File: src/rtl/mistral_cfg_pkg.sv
// Shared types and widths for the Mistral serial LUT4 configuration loader.
package mistral_cfg_pkg;
    localparam int MASK_W = 16;
    localparam int CNT_W  = 8;

    typedef enum logic [1:0] {
        ST_ADDR   = 2'd0,
        ST_DATA   = 2'd1,
        ST_COMMIT = 2'd2
    } state_e;
endpackage

File: src/rtl/mistral_lut_mask_bank.sv
// NUM_LUTS x 16-bit LUT4 mask storage with a combinational LUT4 read port.
module mistral_lut_mask_bank
    import mistral_cfg_pkg::*;
#(
    parameter int NUM_LUTS = 8,
    parameter int ADDR_W   = 3
) (
    input  logic              CLK,
    input  logic              RST,
    input  logic              WE,
    input  logic [ADDR_W-1:0] WADDR,
    input  logic [MASK_W-1:0] WDATA,
    input  logic [ADDR_W-1:0] SEL,
    input  logic              A,
    input  logic              B,
    input  logic              C,
    input  logic              D,
    output logic              Q
);
    logic [MASK_W-1:0] mask_q [NUM_LUTS];

    always_ff @(posedge CLK) begin
        if (RST) begin
            for (int i = 0; i < NUM_LUTS; i++) begin
                mask_q[i] <= '0;
            end
        end else if (WE && (32'(WADDR) < NUM_LUTS)) begin
            mask_q[WADDR] <= WDATA;
        end
    end

    // Slots beyond NUM_LUTS read as an all-zero mask.
    always_comb begin
        Q = 1'b0;
        if (32'(SEL) < NUM_LUTS) begin
            Q = mask_q[SEL][{D, C, B, A}];
        end
    end
endmodule

File: src/rtl/mistral_lut_cfg_loader.sv
// Bit-serial {address, mask} frame loader feeding a bank of runtime-loadable LUT4 masks.
module mistral_lut_cfg_loader
    import mistral_cfg_pkg::*;
#(
    parameter int NUM_LUTS = 8,
    parameter int ADDR_W   = 3
) (
    input  logic             CLK,
    input  logic             RST,
    input  logic             CFG_VALID,
    input  logic             CFG_DATA,
    output logic             CFG_READY,
    output logic             CFG_ERR,
    output logic             CFG_DONE,
    output logic [CNT_W-1:0] FRAME_CNT,
    input  logic [ADDR_W-1:0] EVAL_SEL,
    input  logic             A,
    input  logic             B,
    input  logic             C,
    input  logic             D,
    output logic             Q
);
    localparam int BIT_W = 4;

    state_e            state_q, state_d;
    logic [BIT_W-1:0]  bit_q, bit_d;
    logic [ADDR_W-1:0] addr_q, addr_d;
    logic [MASK_W-1:0] mask_q, mask_d;
    logic              done_q, done_d;
    logic              err_q, err_d;
    logic [CNT_W-1:0]  frame_cnt_q, frame_cnt_d;
    logic              xfer;
    logic              addr_ok;
    logic              wr_en;

    assign CFG_READY = (state_q != ST_COMMIT);
    assign xfer      = CFG_VALID && CFG_READY;
    assign addr_ok   = (32'(addr_q) < NUM_LUTS);
    assign wr_en     = (state_q == ST_COMMIT) && addr_ok;

    always_comb begin
        state_d     = state_q;
        bit_d       = bit_q;
        addr_d      = addr_q;
        mask_d      = mask_q;
        done_d      = 1'b0;
        err_d       = 1'b0;
        frame_cnt_d = frame_cnt_q;
        case (state_q)
            ST_ADDR: begin
                if (xfer) begin
                    addr_d = ADDR_W'({addr_q, CFG_DATA});
                    if (bit_q == BIT_W'(ADDR_W - 1)) begin
                        state_d = ST_DATA;
                        bit_d   = '0;
                    end else begin
                        bit_d = bit_q + BIT_W'(1);
                    end
                end
            end
            ST_DATA: begin
                if (xfer) begin
                    mask_d = {mask_q[MASK_W-2:0], CFG_DATA};
                    if (bit_q == BIT_W'(MASK_W - 1)) begin
                        state_d = ST_COMMIT;
                        bit_d   = '0;
                    end else begin
                        bit_d = bit_q + BIT_W'(1);
                    end
                end
            end
            ST_COMMIT: begin
                // Out-of-range slots are reported instead of written and not counted.
                done_d  = addr_ok;
                err_d   = !addr_ok;
                if (addr_ok) begin
                    frame_cnt_d = frame_cnt_q + CNT_W'(1);
                end
                state_d = ST_ADDR;
            end
            default: state_d = ST_ADDR;
        endcase
    end

    always_ff @(posedge CLK) begin
        if (RST) begin
            state_q     <= ST_ADDR;
            bit_q       <= '0;
            addr_q      <= '0;
            mask_q      <= '0;
            done_q      <= 1'b0;
            err_q       <= 1'b0;
            frame_cnt_q <= '0;
        end else begin
            state_q     <= state_d;
            bit_q       <= bit_d;
            addr_q      <= addr_d;
            mask_q      <= mask_d;
            done_q      <= done_d;
            err_q       <= err_d;
            frame_cnt_q <= frame_cnt_d;
        end
    end

    assign CFG_DONE  = done_q;
    assign CFG_ERR   = err_q;
    assign FRAME_CNT = frame_cnt_q;

    mistral_lut_mask_bank #(
        .NUM_LUTS (NUM_LUTS),
        .ADDR_W   (ADDR_W)
    ) u_bank (
        .CLK   (CLK),
        .RST   (RST),
        .WE    (wr_en),
        .WADDR (addr_q),
        .WDATA (mask_q),
        .SEL   (EVAL_SEL),
        .A     (A),
        .B     (B),
        .C     (C),
        .D     (D),
        .Q     (Q)
    );
endmodule
File: config.mk
export PLATFORM = sky130hd
export DESIGN_NAME = mistral_lut_cfg_loader
export DESIGN_NICKNAME = d
export VERILOG_FILES = /design/src/rtl/mistral_cfg_pkg.sv /design/src/rtl/mistral_lut_mask_bank.sv /design/src/rtl/mistral_lut_cfg_loader.sv
export SDC_FILE = /design/constraint.sdc
export NUM_CORES = 1
export LEC_CHECK = 0
export ABC_AREA = 1
export BUFFER_PORTS_ARGS = -buffer_cell sky130_fd_sc_hd__buf_2
export CORE_UTILIZATION = 45
export DETAILED_ROUTE_END_ITERATION = 8
export GPL_TIMING_DRIVEN = 0
export MAX_ROUTING_LAYER = met4
export SYNTH_ARGS = -nofsm -noshare
export SYNTH_HDL_FRONTEND = slang
export SYNTH_SLANG_ARGS = --single-unit
export TNS_END_PERCENT = 100
File: constraint.sdc
create_clock -name CLK -period 2.15 [get_ports CLK]
set_clock_uncertainty 0.05 [all_clocks]
set_input_delay 0.1075 -clock CLK [delete_from_list [all_inputs] [get_ports CLK]]
set_output_delay 0.1075 -clock CLK [all_outputs]
set_load 0.05 [all_outputs]
==> run metrics, run 1 <==
post-route cell area 8360 um2; Die Span X 129 um; Setup Buffers After CTS 0; CORE AREA 15800 um2; most frequent cells in the layout nand2_1, nor2_1, edfxtp_1, nand3_1, dfxtp_1; clock network fraction of design power 44.0%; fin nets 812; endpoints failing hold 0; most common cell after layout, fill and taps aside nand2_1; DR iter-0 viols 480; CTS Buffer Depth 2; DIE HEIGHT 129 um; Worst VDD drop 0.590 mV; synthesis warning total 0; number of H-tree levels 4; FMAX 502 MHz; Cells after DPL 992; Worst Tran Pin Value 1.25 ns; PnR worst setup slack 0.157 ns; final period utilization 92.7%; clk sinks 162; min cycle time layout 1.99 ns; antenna diode count 0; RSZ-0062 raised after global routing no; number of port buffers 17; WP data arrival 2.04 ns; placed cell areas 7620 um2; Syn Inst Count 759; CTS tree yes; utilization after layout 52.8%; HPWL Detailed 12500 um; Cell Rows 46; Final Wtd Congestion 0.911; #FFs+latches synth 162; Detail Route Antenna Nets 0; Worst setup EP type register; Post-synth EDFFs 128; Pint 5.58 mW; Routed wire per std cell 17.6 um; drt first pass iters 6; initial cell density of the core 45.9%; max-slew violations 0; Crit Path Category reg2reg; Comb pwr share 7.2%; sequential cell area fraction in the yosys report 62.3%; Via density 5.36; Distinct cells, synth 32; Startpoint Class register; final instance count without filler cells 1027; Leak Pwr 3.22 nW; sw frac 22.5%; die area 16600 um2; clk root buf clkbuf_16; Syn-to-layout area delta 15.1%; Layout fillers 1464; multi-input logic area 2400 um2; vias in the first global route 5206; Slew HR 16.4%; share of layout cells above drive strength 1 12.7%; clk_lat worst skew 0.42 ns; Syn Area/Cell 9.57 um2; initial antenna violation count 0; Hold Slack 0.0658 ns; CTS clk-pin slew, worst paths 0.06 ns; largest net degree at the start of global routing 17; Worst Path Required 2.19 ns; via count 5505; crit path max fanout 16; Detailed Route WL 18100 um; final setup fails 0; CTS Buf Count 17; pwr/cell area 863 nW/um2; net count after synthesis 773; GRT Resource Usage Total 24.0%; post-place setup slack -0.273 ns; num ports 23; Sequential Area 4520 um2; Mapped Area 7260 um2; global-route wire length before repair 28100 um; ys flop type edfxtp_1; worst min-delay path category in2reg; async set-reset flop share out of synthesis 0%; number of max-cap violations 0; status completed; drt drc 0; share of power burned in registers 48.8%; NetSw 1.62 mW; grt total ovfl 0
-- kinds of logic after synthesis --
logic type	after synthesis	share of synthesized area (%)
DFF	162	62.3
AOI/OAI and AO/OA	58	4.24
adders and majority gates	3	0.517
and+or+nand+nor	451	27.3
other	1	0.0516
buffers and inverters	84	5.53
-- power groups by stage --
| stage | logic, mW | registers, mW | clock network, mW |
|---|---|---|---|
| 6_report | 0.519 | 3.52 | 3.17 |
| 5_1_grt | 0.574 | 3.53 | 3.28 |
| 4_1_cts | 0.512 | 3.52 | 3.18 |
| 3_5_place_dp | 0.498 | 3.59 | 0 |
| 3_3_place_gp | 0.485 | 3.58 | 0 |
| 2_1_floorplan | 0.338 | 3.57 | 0 |
-- cell type report --
| type | instances | area share (%) |
|---|---|---|
| Sequential cell | 162 | 54.1 |
| Multi-Input combinational cell | 513 | 28.8 |
| Clock buffer | 27 | 6.93 |
| Tap cell | 216 | 3.23 |
| Buffer | 40 | 2.86 |
| Inverter | 44 | 2.04 |
| Timing Repair Buffer | 20 | 1.38 |
| Clock inverter | 5 | 0.659 |
-- registers in the layout (all words and copies together) (netlist names) --
signal / cells
u_bank.mask_q: 128
mask_q: 16
FRAME_CNT: 8
bit_q: 4
addr_q: 3
state_q: 2
CFG_DONE: 1
-- cells in the mapped netlist, types with 8 or more instances --
master,number,area (um2)
nand2_1,170,638
nand2_4,8,90.1
nor2_1,137,514
o21ai_0,24,120
inv_1,24,90.1
a21oi_1,28,140
clkinv_1,16,60.1
buf_2,14,70.1
dfxtp_1,34,681
clkbuf_1,14,52.6
nand3_1,118,591
buf_6,8,90.1
edfxtp_1,128,3840
-- per-layer routing --
metal	share of wire [%]	vias to the layer above	global-route usage, %
li1	-	2635	-
met5	0	-	-
met2	49	179	38.7
met4	2.7	0	11.1
met1	43	2651	29.8
met3	5.6	40	3.88
-- worst max-delay path, stage by stage (launching register included) --
cell	delay, ns
dfxtp_1	0.43
inv_2	0.07
nor2_4	0.17
inv_4	0.07
nor2_8	0.09
inv_4	0.07
nor2_8	0.16
nand2_4	0.14
buf_6	0.19
nand2_4	0.21
-- timing repair --
action	4_1_cts	5_1_grt
gates resized for setup	12	17
hold buffers	3	0
endpoints found under the hold margin	4	0
endpoints found under the setup margin	128	72
-- metrics by stage --
stage | setup TNS, ns | total power, mW
6_report | 0 | 7.21
5_1_grt | 0 | 7.39
4_1_cts | 0 | 7.21
3_5_place_dp | -26.57 | 4.08
3_3_place_gp | -17.32 | 4.07
2_1_floorplan | 0 | 3.91
-- worst paths after layout --
kind,startpoint,endpoint,slack (ns),cells after the start
hold / removal,RST,FRAME_CNT[7]$_SDFFE_PP0N_,0.07,4
setup / recovery,state_q[1]$_SDFFE_PP0P_,u_bank.mask_q[1][11]$_SDFFCE_PN0P_,0.16,9
hold reg to reg,FRAME_CNT[7]$_SDFFE_PP0N_,FRAME_CNT[7]$_SDFFE_PP0N_,0.41,2
setup reg to reg,state_q[1]$_SDFFE_PP0P_,u_bank.mask_q[1][11]$_SDFFCE_PN0P_,0.16,9
(Power assumes the default switching activity.)
==> run 2, diff against run 1 <==
--- a/config.mk
+++ b/config.mk
@@ -6,11 +6,11 @@
 export NUM_CORES = 1
 export LEC_CHECK = 0
 export ABC_AREA = 1
-export BUFFER_PORTS_ARGS = -buffer_cell sky130_fd_sc_hd__buf_2
 export CORE_UTILIZATION = 45
 export DETAILED_ROUTE_END_ITERATION = 8
-export GPL_TIMING_DRIVEN = 0
+export DONT_BUFFER_PORTS = 1
 export MAX_ROUTING_LAYER = met4
+export SETUP_SLACK_MARGIN = 0.05
 export SYNTH_ARGS = -nofsm -noshare
 export SYNTH_HDL_FRONTEND = slang
 export SYNTH_SLANG_ARGS = --single-unit
==> run metrics, run 2 (synthesis gave the netlist of run 1 again) <==
Syn-to-layout area delta 12.7%; num ports 23; top layer in use met4; Layout fillers 1444; most common cell after layout, fill and taps aside nand2_1; Final Wtd Congestion 0.852; pwr/cell area 852 nW/um2; FMAX 511 MHz; Biggest register u_bank.mask_q; Worst setup EP type primary output; Worst Tran Pin Value 0.561 ns; initial antenna violation count 0; CTS clk-pin slew, worst paths 0.06 ns; CTS Buf Count 17; Routed wire per std cell 17.7 um; DIE HEIGHT 129 um; RSZ-0062 raised after global routing no; crit-path most repeated cell nand2_1; CORE AREA 15800 um2; Leak Pwr 3.10 nW; CP cell instances nand2_1 -> nand3_1 -> nand3_1 -> nand3_1 -> nand2_1 -> nand2_1 -> nand3_1 -> nand2_1 -> nand2_1 -> nand2_1 -> buf_12; Cells after DPL 966; Via density 5.27; via count 5272; slowest stage delay, CP 0.38 ns; hold path endpoint mask_q[11]$_SDFFE_PP0P_; Worst VDD drop 0.557 mV; most frequent cells in the layout nand2_1, nor2_1, edfxtp_1, nand3_1, dfxtp_1; die area 16600 um2; clk_lat worst skew 0.43 ns; number of port buffers 0; global-route wire length before repair 26900 um; final period utilization 91.1%; number of max-cap violations 0; fin nets 786; GRT Resource Usage Total 23.7%; met1 wire length 7610 um; initial cell density of the core 45.9%; Worst Path Required 1.99 ns; number of H-tree levels 4; Worst R2R Setup Slack 0.25 ns; hold path start CFG_VALID; Cell Rows 46; Crit Path Category reg2out; Setup Buffers After CTS 0; status completed; drt first pass iters 5; clk root buf clkbuf_16; PnR worst setup slack 0.192 ns; WP data arrival 1.80 ns; min cycle time layout 1.96 ns; Met2 Routed Length 8600 um; worst hold stages 3; worst r2r path cells 9; multi-input logic area 2340 um2; Startpoint Class register; DR iter-0 viols 478; clk sinks 162; setup TNS 0 ns; max-slew violations 0; Slew HR 62.3%; final setup fails 0; CTS tree yes; Detailed Route WL 17700 um; final instance count without filler cells 1000; Crit Reg-Reg Startpoint state_q[1]$_SDFFE_PP0P_; reg2reg end u_bank.mask_q[6][5]$_SDFFCE_PN0P_; HPWL Detailed 11700 um; largest net degree at the start of global routing 66; Detail Route Antenna Nets 0; CTS Buffer Depth 2; share of layout cells above drive strength 1 10.2%; grt total ovfl 0; drt drc 0; vias in the first global route 4955; met3 WL post-DR 967 um; post-place setup slack 0.261 ns; Pwr Total 6.97 mW; Worst path slowest cell edfxtp_1; Die Span X 129 um; antenna diode count 0; Sequential Area 4520 um2; endpoints failing hold 0; worst min-delay path category in2reg; crit path max fanout 1; max FFs per register 128
-- run 2: cell types whose count changed in the layout (fill, tap and decap cells not counted), moves of 2 or more --
cell        delta
clkbuf_1       -9
buf_12         +3
buf_2         -31
buf_1          -3
clkbuf_2       -6
bufinv_16      +2
nand2_1        +8
buf_6          -8
buf_4         +27
clkinvlp_4     +4
clkbuf_16      -5
nand2_4        -7
-- run 2: routing by layer --
layer	vias to the layer above	global-route usage, %
li1	2574	-
met1	2520	29.2
met2	150	38.2
met3	28	4.54
met4	0	10.3
met5	-	-
-- run 2: through the flow --
| step | instance area (um2) | utilization (%) | hold slack (ns) |
|---|---|---|---|
| 5_1_grt | 8180 | 51.7 | 0.116 |
| 3_3_place_gp | 7570 | 47.8 | 0.131 |
| 4_1_cts | 8180 | 51.7 | 0.0530 |
| 2_1_floorplan | 7260 | - | 0.250 |
| 3_5_place_dp | 7570 | 47.8 | 0.134 |
| 6_report | 8180 | 51.7 | 0.0625 |
-- run 2: final cells by class --
type | instances | area share [%]
sequential | 162 | 55.3
multi-input combinational | 513 | 28.6
clock buffer | 20 | 5.34
timing repair buffer | 34 | 3.67
tap | 216 | 3.30
inverter | 44 | 2.08
clock inverter | 11 | 1.70
-- run 2: worst max path at each step --
stage / cells past startpoint / startpoint / slack (ns) / end
after global placement: 9 / state_q[1]$_SDFFE_PP0P_ / 0.29 / u_bank.mask_q[6][6]$_SDFFCE_PN0P_
after CTS: 11 / u_bank.mask_q[7][12]$_SDFFCE_PN0P_ / 0.16 / Q
after detailed placement: 9 / state_q[1]$_SDFFE_PP0P_ / 0.26 / u_bank.mask_q[6][10]$_SDFFCE_PN0P_
after global routing: 11 / u_bank.mask_q[3][4]$_SDFFCE_PN0P_ / 0.05 / Q
final: 11 / u_bank.mask_q[3][0]$_SDFFCE_PN0P_ / 0.19 / Q
after floorplan: 9 / state_q[1]$_SDFFE_PP0P_ / 0.12 / u_bank.mask_q[2][0]$_SDFFCE_PN0P_
-- run 2: what timing repair did --
| action | CTS | global route |
|---|---|---|
| endpoints found under the setup margin | 0 | 1 |
| hold buffers | 3 | 0 |
| hold endpoints to repair | 16 | 0 |
| gates resized for setup | 0 | 1 |
-- run 2: power breakdown --
part	internal [mW]	total [mW]	switching [mW]
Clock	1.80	2.97	1.17
Sequential	3.48	3.52	0.0431
Combinational	0.141	0.480	0.339
-- run 2: worst max-delay path: cells and delay by family, from the launching register on --
family	cells	cell delay (ns)
and+or+nand+nor	10	0.84
DFF	1	0.38
buffers and inverters	1	0.15
==> run 3, diff against run 2 <==
--- a/config.mk
+++ b/config.mk
@@ -5,10 +5,9 @@
 export SDC_FILE = /design/constraint.sdc
 export NUM_CORES = 1
 export LEC_CHECK = 0
-export ABC_AREA = 1
+export BUFFER_PORTS_ARGS = -buffer_cell sky130_fd_sc_hd__buf_2
 export CORE_UTILIZATION = 45
 export DETAILED_ROUTE_END_ITERATION = 8
-export DONT_BUFFER_PORTS = 1
 export MAX_ROUTING_LAYER = met4
 export SETUP_SLACK_MARGIN = 0.05
 export SYNTH_ARGS = -nofsm -noshare
==> run metrics, run 3 <==
status complete, but fails checks; violated checks negative setup slack; CORE AREA 15800 um2; clk root buf clkbuf_16; XOR/XNOR share of the synthesized area 0.844%; top cell type's share of synthesized area 52.9%; Cell Rows 46; CTS clk-pin slew, worst paths 0.06 ns; Slew HR 60.7%; Buf/Inv on CP 1; #FFs+latches synth 162; min cycle time layout 2.50 ns; fin nets 593; Biggest register u_bank.mask_q; Post-synth EDFFs 128; PnR worst setup slack -0.350 ns; via count 4280; Worst path slowest cell mux4_2; Syn-to-layout area delta 16.5%; HPWL Detailed 10200 um; final period utilization 116%; DIE HEIGHT 129 um; Synth Area in Simple Gates 19.4%; sequential cell area fraction in the yosys report 62.3%; worst hold stages 3; Distinct cells, synth 50; CTS Buf Count 17; max-slew violations 0; largest family of logic cells by synthesized area simple AND/OR/NAND/NOR gates; reg2reg end u_bank.mask_q[2][14]$_SDFFCE_PN0P_; WP data arrival 2.34 ns; number of port buffers 21; Worst R2R Setup Slack 0.17 ns; global-route wire length before repair 24900 um; antenna diode count 0; grt total ovfl 0; Startpoint Class register; RSZ-0062 raised after global routing yes; post-synthesis compound-gate area fraction 2.98%; post-synthesis mux area share 11.7%; pwr/cell area 804 nW/um2; most instantiated cells after synthesis and2_1, edfxtp_1, nand2_1; worst r2r path cells 6; slowest stage delay, CP 0.47 ns; post-place setup slack -0.0275 ns; Synth area leaders edfxtp_1, and2_1, dfxtp_1; number of H-tree levels 4; Worst setup EP type primary output; die area 16700 um2; drt first pass iters 4; Final Wtd Congestion 0.779; Worst Path Required 1.99 ns; Detail Route Antenna Nets 0; crit-path most repeated cell mux4_2; drt drc 0; clk_lat worst skew 0.43 ns; CP cell instances mux4_2 -> mux4_2 -> a32oi_2 -> nand4_1 -> buf_6; net count after synthesis 548; GRT Resource Usage Total 21.9%; Leak Pwr 3.08 nW; crit path max fanout 1; setup TNS -0.350 ns; most frequent cells in the layout and2_1, edfxtp_1, nand2_1, dfxtp_1, mux4_2; endpoints failing hold 0; Via density 5.30; Worst Tran Pin Value 0.588 ns; Crit Path Category reg2out; hold path start CFG_VALID; most common cell after layout, fill and taps aside and2_1; Synth area leader edfxtp_1; ys flop type edfxtp_1; largest net degree at the start of global routing 25; Syn Inst Count 534; CTS Buffer Depth 2; FMAX 400 MHz; share of layout cells above drive strength 1 21.3%; vias in the first global route 4351; hold path endpoint state_q[0]$_SDFFE_PP0P_; Hold Slack 0.0272 ns; clk sinks 162; initial antenna violation count 0; async set-reset flop share out of synthesis 0%; synthesis warning total 0; Crit path max-delay family multiplexers; initial cell density of the core 45.9%; Worst VDD drop 0.580 mV; Crit Reg-Reg Startpoint state_q[1]$_SDFFE_PP0P_; CTS tree yes; max FFs per register 128; Mapped Area 7260 um2; Die Span X 129 um; Detailed Route WL 16100 um; adder-cell share of the synthesized area 0.517%; DR iter-0 viols 421; final setup fails 1; Syn Area/Cell 13.6 um2; Routed wire per std cell 20.0 um; number of max-cap violations 0; num ports 23; most common cell in the netlist and2_1; worst min-delay path category in2reg
[run 3: per-layer routing]
metal	vias to the layer above	wire length, um	global-route usage, %
met1	2122	6860	28.1
met4	0	309	9.90
met3	19	973	4.09
li1	2018	-	-
met5	-	0	-
met2	121	8000	34.2
[run 3: timing repair]
action / in CTS / in global routing
hold buffers: 2 / 0
cloned: 0 / 0
resized for setup: 6 / 1
endpoints found under the setup margin: 1 / 27
buffers inserted: 0 / 2
hold endpoints to repair: 4 / 0
pin swaps: 2 / 1
[run 3: kinds of logic (layout without fill, tap and decap cells)]
logic type	Yosys count	after routing
DFF	162	162
AOI/OAI and AO/OA	37	37
buffers and inverters	32	90
other	1	1
muxes	41	41
and+or+nand+nor	251	251
adders and majority gates	3	3
xor gates and xnor gates	7	7
[run 3: worst max-delay path by stage]
stage / endpoint / start / cells after the start
2_1_floorplan: Q / u_bank.mask_q[3][0]$_SDFFCE_PN0P_ / 4
3_3_place_gp: Q / EVAL_SEL[1] / 6
3_5_place_dp: Q / EVAL_SEL[1] / 6
4_1_cts: Q / u_bank.mask_q[2][0]$_SDFFCE_PN0P_ / 5
5_1_grt: Q / u_bank.mask_q[2][0]$_SDFFCE_PN0P_ / 5
6_report: Q / u_bank.mask_q[2][0]$_SDFFCE_PN0P_ / 5
[run 3: power breakdown]
part	switching (mW)	total [mW]	internal, mW
sequential	0.0340	3.51	3.48
clock	1.18	2.86	1.68
combinational	0.226	0.429	0.203
[run 3: final cells by class]
cell class	count	area, um2
Fill cell	1338	7370
Sequential cell	162	4520
Multi-Input combinational cell	340	2580
Timing Repair Buffer	55	522
Clock buffer	19	433
Tap cell	216	270
Clock inverter	13	119
Inverter	3	11.3
[run 3: worst min-delay path, cell delays in order]
cell and delay [ns]:
buf_2 0.13, a22oi_1 0.09, nor3_1 0.13
[run 3: stage by stage]
stage          total power [mW]  area [um2]  util [%]  std cells
2_1_floorplan              3.82        7260         -        534
5_1_grt                    7.03        8460      53.4        808
6_report                   6.80        8460      53.4        808
3_3_place_gp               3.98        7840      49.5        772
4_1_cts                    6.87        8420      53.2        806
3_5_place_dp               3.99        7840      49.5        772
